===== src/rtl/adder_pkg.sv =====
// Shared definitions for the pipelined add/subtract block: op encodings and
// the helper that derives the per-stage segment width.
package adder_pkg;

  typedef enum logic {
    OP_ADD = 1'b0,
    OP_SUB = 1'b1
  } op_e;

  function automatic int seg_width(input int data_width, input int stages);
    return data_width / stages;
  endfunction

endpackage


===== src/rtl/addsub_stage_v.sv =====
// One SEG-bit slice of the pipelined adder: adds its operand segments with the
// incoming carry and registers sum, carry-out and the beat valid bit.
module addsub_stage_v #(
  parameter int SEG = 4
) (
  input  logic           clk,
  input  logic           rst_n,
  input  logic           load,
  input  logic           valid_in,
  input  logic [SEG-1:0] a,
  input  logic [SEG-1:0] b,
  input  logic           carry_in,
  output logic           valid,
  output logic [SEG-1:0] sum,
  output logic           carry
);

  always_ff @(posedge clk or negedge rst_n) begin
    if (!rst_n) begin
      valid <= 1'b0;
      sum   <= '0;
      carry <= 1'b0;
    end else if (load) begin
      valid        <= valid_in;
      {carry, sum} <= {1'b0, a} + {1'b0, b} + {{SEG{1'b0}}, carry_in};
    end
  end

endmodule


===== src/rtl/pipe_addsub_v.sv =====
// Segmented, bubble-collapsing pipelined adder/subtractor with Cout/Ovf/Zero.
// Optional saturation (sat_mode input) is built when ADDSUB_SAT_EN is defined.
module pipe_addsub_v
  import adder_pkg::*;
#(
  parameter int DATA_WIDTH = 8,
  parameter int STAGES     = 2
) (
  input  logic                  clk,
  input  logic                  rst_n,
  input  logic                  in_valid,
  output logic                  in_ready,
  input  logic [DATA_WIDTH-1:0] A,
  input  logic [DATA_WIDTH-1:0] B,
  input  logic                  Ci,
  input  logic                  op,
`ifdef ADDSUB_SAT_EN
  input  logic                  sat_mode,
`endif
  output logic                  out_valid,
  input  logic                  out_ready,
  output logic [DATA_WIDTH-1:0] Sum,
  output logic                  Cout,
  output logic                  Ovf,
  output logic                  Zero
);

  localparam int SEG  = seg_width(DATA_WIDTH, STAGES);
  localparam int LAST = STAGES - 1;

  // Handshake: a beat moves when valid and ready are both high in the same
  // cycle; valid never waits on ready, and a stalled output holds its value.
  logic [DATA_WIDTH-1:0] b_eff;
  logic                  c_first;

  assign b_eff   = (op == OP_SUB) ? ~B : B;
  assign c_first = (op == OP_ADD) ? Ci : 1'b1;

  for (genvar k = 0; k < STAGES; k++) begin : g_stage
    logic                  load, v_in, c_in, valid, c_out;
    logic [SEG-1:0]        sum_seg;
    logic [DATA_WIDTH-1:0] a_in, b_in, acc_in, a_q, b_q, acc_q;
    logic                  unused_skew;
`ifdef ADDSUB_SAT_EN
    logic                  sat_in, sat_q;
`endif

    if (k == 0) begin : g_head
      assign a_in   = A;
      assign b_in   = b_eff;
      assign acc_in = '0;
      assign v_in   = in_valid;
      assign c_in   = c_first;
`ifdef ADDSUB_SAT_EN
      assign sat_in = sat_mode;
`endif
    end else begin : g_body
      assign a_in = g_stage[k-1].a_q;
      assign b_in = g_stage[k-1].b_q;
      assign v_in = g_stage[k-1].valid;
      assign c_in = g_stage[k-1].c_out;
`ifdef ADDSUB_SAT_EN
      assign sat_in = g_stage[k-1].sat_q;
`endif
      // Fold the previous stage's finished segment into the partial result.
      always_comb begin
        acc_in                     = g_stage[k-1].acc_q;
        acc_in[(k-1)*SEG +: SEG]   = g_stage[k-1].sum_seg;
      end
    end

    // Bubble collapsing: a stage loads when empty or when its contents move on.
    if (k == LAST) begin : g_tail
      assign load = !valid || out_ready;
    end else begin : g_mid
      assign load = !valid || g_stage[k+1].load;
    end

    addsub_stage_v #(.SEG(SEG)) u_stage (
      .clk      (clk),
      .rst_n    (rst_n),
      .load     (load),
      .valid_in (v_in),
      .a        (a_in[k*SEG +: SEG]),
      .b        (b_in[k*SEG +: SEG]),
      .carry_in (c_in),
      .valid    (valid),
      .sum      (sum_seg),
      .carry    (c_out)
    );

    always_ff @(posedge clk or negedge rst_n) begin
      if (!rst_n) begin
        a_q   <= '0;
        b_q   <= '0;
        acc_q <= '0;
      end else if (load) begin
        a_q   <= a_in;
        b_q   <= b_in;
        acc_q <= acc_in;
      end
    end

`ifdef ADDSUB_SAT_EN
    always_ff @(posedge clk or negedge rst_n) begin
      if (!rst_n)    sat_q <= 1'b0;
      else if (load) sat_q <= sat_in;
    end
`endif

    // Already-consumed operand segments stay in the skew words unread.
    assign unused_skew = ^{a_q, b_q};
  end

  logic [DATA_WIDTH-1:0] raw;

  always_comb begin
    raw                    = g_stage[LAST].acc_q;
    raw[LAST*SEG +: SEG]   = g_stage[LAST].sum_seg;
  end

  assign in_ready  = rst_n && g_stage[0].load;
  assign out_valid = g_stage[LAST].valid;
  assign Cout      = g_stage[LAST].c_out;
  // Carry into the MSB is recovered as sum ^ a ^ b' at that bit.
  assign Ovf       = Cout ^ raw[DATA_WIDTH-1]
                   ^ g_stage[LAST].a_q[DATA_WIDTH-1] ^ g_stage[LAST].b_q[DATA_WIDTH-1];

`ifdef ADDSUB_SAT_EN
  localparam logic [DATA_WIDTH-1:0] SMAX = {1'b0, {(DATA_WIDTH-1){1'b1}}};
  localparam logic [DATA_WIDTH-1:0] SMIN = {1'b1, {(DATA_WIDTH-1){1'b0}}};

  // A set result MSB on overflow means the true result was positive.
  assign Sum = (g_stage[LAST].sat_q && Ovf) ? (raw[DATA_WIDTH-1] ? SMAX : SMIN) : raw;
`else
  assign Sum = raw;
`endif

  assign Zero = out_valid && (Sum == '0);

endmodule


===== config.mk =====
export PLATFORM = sky130hd
export DESIGN_NAME = pipe_addsub_v
export DESIGN_NICKNAME = d
export VERILOG_FILES = /design/src/rtl/adder_pkg.sv /design/src/rtl/addsub_stage_v.sv /design/src/rtl/pipe_addsub_v.sv
export SDC_FILE = /design/constraint.sdc
export NUM_CORES = 1
export LEC_CHECK = 0
export BUFFER_PORTS_ARGS = -buffer_cell sky130_fd_sc_hd__buf_2
export CAP_MARGIN = 10
export CORE_MARGIN = 2
export CORE_UTILIZATION = 51
export CTS_BUF_LIST = sky130_fd_sc_hd__clkbuf_2
export CTS_CLUSTER_DIAMETER = 100
export DETAILED_ROUTE_END_ITERATION = 6
export PLACE_DENSITY = 0.77
export SETUP_SLACK_MARGIN = 0.15
export SYNTH_ARGS = -nofsm -noshare
export SYNTH_HDL_FRONTEND = slang
export SYNTH_SLANG_ARGS = --single-unit

===== constraint.sdc =====
create_clock -name clk -period 2.95 [get_ports clk]
set_clock_uncertainty 0.15 [all_clocks]
set_input_delay 0.295 -clock clk [delete_from_list [all_inputs] [get_ports clk]]
set_output_delay 0.295 -clock clk [all_outputs]
set_load 0.05 [all_outputs]

# [Word-level counts from Yosys, hierarchy flattened]
# Cells that the tools add are included.
[op_classes] n_bitwise=4 mul=0 n_reduce_logical=7 magnitude_cmp=0 n_shift=0 n_div=0 eq_ne=0 add_sub_neg=4 mux=2
[ops] cell="$add A4 B4 Y5" n=2
[ops] cell="$add A5 B1 Y5" n=2
[ops] cell="$logic_not A8 Y1" n=1
[ops] cell="$mux W8" n=1
[ops] cell="$not A8 Y8" n=1
[ops] cell="$xor A1 B1 Y1" n=3
[ops] cell="$logic_and A1 B1 Y1" n=2
[ops] cell="$logic_not A1 Y1" n=2
[ops] cell="$logic_or A1 B1 Y1" n=2
[ops] cell="$mux W1" n=1
[word_totals] latch_bits=0 mem_bits_ro=0 memories=0 regBits=48 ramBits=0 elab_cells=28

# [Depth between registers and ports, before layout]
# Gate-level depths: netlist of run 1.
[depth] ltp_word=4 depth_mapped=7

# [Hierarchy]
# From an unflattened synthesis of run 1, not the netlist that was laid out.
[hier_totals] cells_unflattened=118 area_unflattened_um2=1500.2
[modules_own_cells] module="addsub_stage_v" n_inst=2 cells_each=34 area_each_um2=392.9
[modules_own_cells] module="pipe_addsub_v" n_inst=1 cells_each=50 area_each_um2=714.4

# [Worst setup path after synthesis of run 1]
# OpenSTA, ideal clock, no wires.
[synth_timing] path_kind="reg-to-output" startpoint="register g_stage[1].acc_q[0]" endpoint="output port Zero" path_buffers=0 stages_incl_launch_ff=3 slack_ns=0.421 arrival_ns=2.084 path_cell_list="dfrtp_1 -> or4_4 -> nor4_2"
[synth_via] elab_chain_len=2
[synth_lines] element="start: declaration" line="pipe_addsub_v.sv:42" text="logic [DATA_WIDTH-1:0] a_in, b_in, acc_in, a_q, b_q, acc_q;"
[synth_lines] element="start signal: assignment" line="pipe_addsub_v.sv:100" text="acc_q <= acc_in;"
[synth_lines] element="$logic_not A8 Y1" line="pipe_addsub_v.sv:139" text="assign Zero = out_valid && (Sum == '0);"
[synth_lines] element="$logic_and A1 B1 Y1" line="pipe_addsub_v.sv:139"
[synth_lines] element="end: declaration" line="pipe_addsub_v.sv:25" text="output logic Zero"
# No other way between the ends.

# [Final worst setup path of run 1]
# Ends and elaborated chain as after synthesis.

==> reports/qor.txt, run 1 <==
Compound-Gate Fraction of Synth Area: 6.87%
Final HPWL DP: 1990 um
HP Class: in -> reg
antenna violations before repair: 0
Post-Synth Simple-Gate Area: 12.4%
part of the cycle the worst path needs: 78.4%
CTS-repair resized insts: 0
TritonCTS clock tree: done
r2r setup slk: 1.15 ns
worst stage delay on the critical path: 0.53 ns
# hold bufs at CTS: 6
final hold slack: 0.0504 ns
Final Non-Filler Cells: 191
Slowest cell on crit path: or4_4
startpoint class of the critical path: flop
Syn Area/Cell: 11.7 um2
CP Capture Type: output port
critical path type: reg -> out
I/O pins: 35
Die Y: 56.4 um
RSZ-0062 raised after global routing: false
Worst slew margin: 53.2%
maximum fanout along the worst path: 3
cell family with most CP delay: simple AND/OR/NAND/NOR gates
Die W: 56.4 um
Synth Area in XOR/XNOR: 8.12%
per-cell routed wire length: 13.6 um
DRT antenna net count: 0
pin count of the biggest net entering global routing: 27
Post-synth EDFFs: 0
Syn Std Cell Area: 0.00140 mm2
setup-violating endpoint count in the final report: 0
CTS Buf Count: 3
# diodes: 0
required time of the critical path: 2.51 ns
Bufs on Longest Clock Path: 2
Site Rows: 19
Setup Buffers After CTS: 0
# clock sinks: 26
TNS Setup: 0 ns
Starting Density: 52.2%
adder-cell share of the synthesized area: 11.1%
flops & latches, synth: 26
Congestion Overflow GR: 0
clk_lat worst skew: 0.35 ns
vias in the first global route: 973
number of distinct library cells after synthesis: 30
Post-Synthesis Cells: 120
Worst-Margin Slew: 0.702 ns
min cycle time layout: 2.31 ns
RD Place Congestion: 0.720
sequential fraction of the synthesis area: 46.4%
Vias: 962
share of cells above drive strength 1: 34.4%
Overall Global Routing Usage: 18.2%
Main synth FF type: dfrtp_1
via/cell ratio: 5.04
worst-case vdd ir drop: 0.719 mV
Power Density: 762 mW/mm2
Max Clk Rate: 432 MHz
commonest non-fill, non-tap cell in the layout: buf_2
status: completed
Placed Cells: 181
Synth Warn #: 0
final wirelength: 2600 um
IO buf count: 34
first-pass GRT wire length: 4490 um
Initial DRC Count: 18
Post-synth ARST share: 100%
area grow syn2layout: 20.2%
WP buf/inv: 1
drt drc: 0
Layout fillers: 233
Synth Net Count: 152
root buffer cell: clkbuf_2
Pleak: 0.799 nW
total core area: 0.00269 mm2
Clock transition at path regs: 0.24 ns
mux share of post-synthesis cell area: 10.6%
die area: 0.00319 mm2
Fin. Hold Viols: 0
TritonRoute pass-1 iters: 4
largest family of logic cells by synthesized area: simple AND/OR/NAND/NOR gates
Critical Path AT: 1.87 ns
Final nets: 193
fin. max-slew vios: 0
most frequent cells in the layout: buf_2 (34), dfrtp_1 (26), mux2_2 (11)
cell chain of the critical path: or4_4 -> nor4_2 -> buf_2
H-tree Lvls: 1
max-cap violations: 0
[worst reg2reg max path, stage by stage (launching register included)]
cell and delay [ns]:
dfrtp_1 0.45, fa_1 0.47, inv_1 0.10, fa_1 0.21, nor2b_1 0.05, o21ai_0 0.15
a31oi_1 0.10
[sequential cells by signal, summed over array words and instances (netlist names)]
name / cells
g_stage.u_stage.sum: 8
g_stage.a_q: 5
g_stage.u_stage.carry: 2
g_stage.acc_q: 4
g_stage.b_q: 5
g_stage.u_stage.valid: 2
[logic make-up (layout without fill, tap and decap cells)]
kind of cell | count (synthesis) | count (layout)
AO/OA/AOI/OAI | 17 | 17
buffers and inverters | 12 | 52
XOR/XNOR | 13 | 13
AND/OR/NAND/NOR | 29 | 29
flip-flops | 26 | 26
adder cells (fa/ha/maj) | 10 | 10
multiplexers | 13 | 13
[path summary, 6_finish.rpt]
check	start	end	cells after the start
max	g_stage[1].acc_q[0]	Zero	3
max in group asynchronous	rst_n	g_stage[0].u_stage.sum[1]	3
min	B[4]	g_stage[0].b_q[4]	3
min reg2reg	g_stage[0].u_stage.sum[1]	g_stage[1].acc_q[1]	1
max reg2reg	g_stage[0].u_stage.carry	g_stage[1].u_stage.carry	6
min in group asynchronous	rst_n	g_stage[0].u_stage.sum[3]	3
[Yosys cell counts, types with 2 or more instances]
| master | n | area [um2] |
|---|---|---|
| ha_1 | 6 | 75.1 |
| inv_1 | 7 | 26.3 |
| nor2_1 | 10 | 37.5 |
| mux2_2 | 11 | 124 |
| buf_2 | 3 | 15.0 |
| buf_6 | 2 | 22.5 |
| o21ai_0 | 3 | 15.0 |
| nand2_1 | 3 | 11.3 |
| xor2_1 | 7 | 61.3 |
| nand3_1 | 2 | 10.0 |
| nor2b_1 | 3 | 18.8 |
| fa_1 | 4 | 80.1 |
| xnor2_1 | 6 | 52.6 |
| a21oi_1 | 10 | 50.1 |
| dfrtp_1 | 26 | 651 |
| nand2b_1 | 3 | 18.8 |
[report_power, final]
part           total, mW  internal [mW]  switching [mW]
clock              0.221          0.117           0.104
combinational      0.553          0.185           0.368
sequential         0.510          0.440          0.0701
[routing by layer]
layer | vias up | track usage, % | part of all wire, %
met5 | - | 0 | 0
met3 | 5 | 5.07 | 4.8
met2 | 25 | 28.4 | 47
met4 | 0 | 4.08 | 0.85
li1 | 488 | - | -
met1 | 444 | 25.3 | 47
[area by class of cell]
| type | instances | area, um2 | area share, % |
|---|---|---|---|
| multi-input combinational | 82 | 688 | 40.8 |
| timing repair buffer | 41 | 238 | 14.1 |
| sequential | 26 | 651 | 38.6 |
| clock inverter | 1 | 30.0 | 1.78 |
| tap | 31 | 38.8 | 2.30 |
| clock buffer | 3 | 15.0 | 0.890 |
| inverter | 7 | 26.3 | 1.56 |
[per-stage QoR]
step                      cell area [um2]  setup WS (ns)  power [mW]  utilization, %
after floorplan                      1400          0.421       0.931               -
after global placement               1580          0.670        1.05            58.9
after detailed placement             1580          0.640        1.07            58.9
after CTS                            1690          0.620        1.30            62.8
after global routing                 1690          0.543        1.36            62.8
final                                1690          0.636        1.28            62.8
(Power assumes the default switching activity.)
==> inputs of run 2 (changes only) <==
==> constraint.sdc (replaced) <==
create_clock -name clk -period 2.35 [get_ports clk]
set_clock_uncertainty 0.15 [all_clocks]
set_input_delay 0.235 -clock clk [delete_from_list [all_inputs] [get_ports clk]]
set_output_delay 0.235 -clock clk [all_outputs]
set_load 0.05 [all_outputs]
==> reports/qor.txt, run 2 (synthesized netlist as in run 1, its figures left out) <==
status: completed (unchanged)
FF-to-FF path depth: 6 (unchanged)
FF-to-FF Start: g_stage[0].a_q[4] (was g_stage[0].u_stage.carry)
drt drc: 0 (unchanged)
share of power burned in registers: 39.5% (was 39.7%)
# diodes: 0 (unchanged)
Site Rows: 19 (unchanged)
via/cell ratio: 5.09 (was 5.04)
Max Clk Rate: 485 MHz
post-route setup slack: 0.287 ns (was 0.636 ns)
Cell Int Power: 0.938 mW (was 0.742 mW)
Most flops, register: g_stage.u_stage.sum (unchanged)
Pleak: 0.825 nW (was 0.799 nW)
Vias: 997 (was 962)
Die W: 56.4 um (unchanged)
min cycle time layout: 2.06 ns
end of the worst hold path: g_stage[0].u_stage.sum[0] (was g_stage[0].b_q[4])
dpl ws: 0.156 ns (was 0.640 ns)
required time of the critical path: 1.97 ns (was 2.51 ns)
Fin. Hold Viols: 0 (unchanged)
RD Place Congestion: 0.762 (was 0.720)
Die Y: 56.4 um (unchanged)
first-pass GRT wire length: 4500 um (was 4490 um)
Critical Path AT: 1.68 ns (was 1.87 ns)
area grow syn2layout: 24.7% (was 20.2%)
startpoint class of the critical path: flop (unchanged)
switching portion of total power: 42.8% (was 42.2%)
clk_lat worst skew: 0.37 ns (was 0.35 ns)
IO buf count: 34 (unchanged)
max-cap violations: 0 (unchanged)
R2R Path End: g_stage[1].u_stage.carry (unchanged)
Clock transition at path regs: 0.23 ns (was 0.24 ns)
Initial DRC Count: 19 (was 18)
Logic pwr share: 43.0% (was 43.1%)
DRT antenna net count: 0 (unchanged)
Power Density: 938 mW/mm2 (was 762 mW/mm2)
part of the cycle the worst path needs: 87.8%
CTS Buf Count: 3 (unchanged)
max reg flops: 8 (unchanged)
Congestion Overflow GR: 0 (unchanged)
TritonCTS clock tree: done (unchanged)
# clock sinks: 26 (unchanged)
CP Capture Type: output port (unchanged)
r2r setup slk: 0.52 ns (was 1.15 ns)
Final nets: 198 (was 193)
total core area: 0.00269 mm2 (unchanged)
hold wc startpoint: A[0] (was B[4])
Final HPWL DP: 2020 um (was 1990 um)
setup-violating endpoint count in the final report: 0 (unchanged)
I/O pins: 35 (unchanged)
clock share of power: 17.5% (was 17.2%)
pin count of the biggest net entering global routing: 27 (unchanged)
final wirelength: 2680 um (was 2600 um)
HP Class: in -> reg (unchanged)
commonest non-fill, non-tap cell in the layout: buf_2 (unchanged)
hold path depth: 3 (unchanged)
Worst slew margin: 53.9% (was 53.2%)
Bufs on Longest Clock Path: 2 (unchanged)
maximum fanout along the worst path: 3 (unchanged)
biggest regs: g_stage.u_stage.sum: 8 flops, g_stage.a_q: 5 flops, g_stage.b_q: 5 flops (unchanged)
switching pwr: 0.703 mW (was 0.542 mW)
TritonRoute pass-1 iters: 4 (unchanged)
critical path type: reg -> out (unchanged)
Worst-Margin Slew: 0.692 ns (was 0.702 ns)
root buffer cell: clkbuf_2 (unchanged)
per-cell routed wire length: 13.7 um (was 13.6 um)
Setup Buffers After CTS: 0 (unchanged)
RSZ-0062 raised after global routing: false (unchanged)
Overall Global Routing Usage: 18.1% (was 18.2%)
Starting Density: 52.2% (unchanged)
worst-case vdd ir drop: 0.761 mV (was 0.719 mV)
fin. max-slew vios: 0 (unchanged)
most frequent cells in the layout: buf_2 (33), dfrtp_1 (26), mux2_2 (11) (was buf_2 (34), dfrtp_1 (26), mux2_2 (11))
TNS Setup: 0 ns (unchanged)
share of cells above drive strength 1: 33.9% (was 34.4%)
die area: 0.00319 mm2 (unchanged)
Layout fillers: 232 (was 233)
vias in the first global route: 1025 (was 973)
antenna violations before repair: 0 (unchanged)
H-tree Lvls: 1 (unchanged)
==> run 2: layout make-up <==
type | count | area [um2] | area share (%)
sequential | 26 | 651 | 37.2
clock buffer | 3 | 15.0 | 0.858
inverter | 7 | 26.3 | 1.50
clock inverter | 1 | 30.0 | 1.72
timing repair buffer | 46 | 292 | 16.7
tap | 31 | 38.8 | 2.22
multi-input combinational | 82 | 697 | 39.8
==> run 2: stage by stage <==
step / std cells / utilization [%] / hold WS (ns) / total power, mW / cell area (um2)
floorplan: 120 / - / -0.211 / 1.18 / 1410
global placement: 182 / 59.5 / 0.135 / 1.33 / 1600
detailed placement: 182 / 59.5 / 0.138 / 1.36 / 1600
CTS: 196 / 65.0 / 0.120 / 1.65 / 1750
global route: 196 / 65.1 / 0.111 / 1.73 / 1750
finish: 196 / 65.1 / 0.123 / 1.64 / 1750
==> run 2: worst max-delay path by stage <==
stage	from	end	slack, ns
6_report	g_stage[1].acc_q[0]	Zero	0.29
5_1_grt	g_stage[1].acc_q[0]	Zero	0.20
4_1_cts	g_stage[1].acc_q[0]	Zero	0.18
3_5_place_dp	op	g_stage[0].u_stage.carry	0.16
3_3_place_gp	op	g_stage[0].u_stage.carry	0.21
2_1_floorplan	g_stage[1].acc_q[0]	Zero	0.19
==> run 2: worst max-delay path, cell delays in order, from the launching register on <==
cell and delay [ns]:
dfrtp_1 0.45, or4_4 0.55, nor4_4 0.15, buf_6 0.19
==> run 2: per-layer routing <==
| layer | global-route usage, % | wire, um |
|---|---|---|
| met1 | 25.3 | 1260 |
| met2 | 30.2 | 1300 |
| met3 | 2.07 | 104 |
| met4 | 4.08 | 22 |
| met5 | 0 | 0 |
==> run 2: repair_timing <==
item                                   in CTS  in global routing
endpoints found under the hold margin      35                  0
hold buffers                               10                  0
pin swaps                                   0                  1
setup endpoints to repair                   1                  1
resized for setup                           1                  1
==> run 2: power groups by stage <==
| stage | Sequential [mW] | Combinational, mW | Clock, mW |
|---|---|---|---|
| 6_report | 0.648 | 0.706 | 0.287 |
| 5_1_grt | 0.663 | 0.758 | 0.308 |
| 4_1_cts | 0.651 | 0.713 | 0.286 |
| 3_5_place_dp | 0.661 | 0.696 | 0 |
| 3_3_place_gp | 0.651 | 0.678 | 0 |
| 2_1_floorplan | 0.846 | 0.332 | 0 |
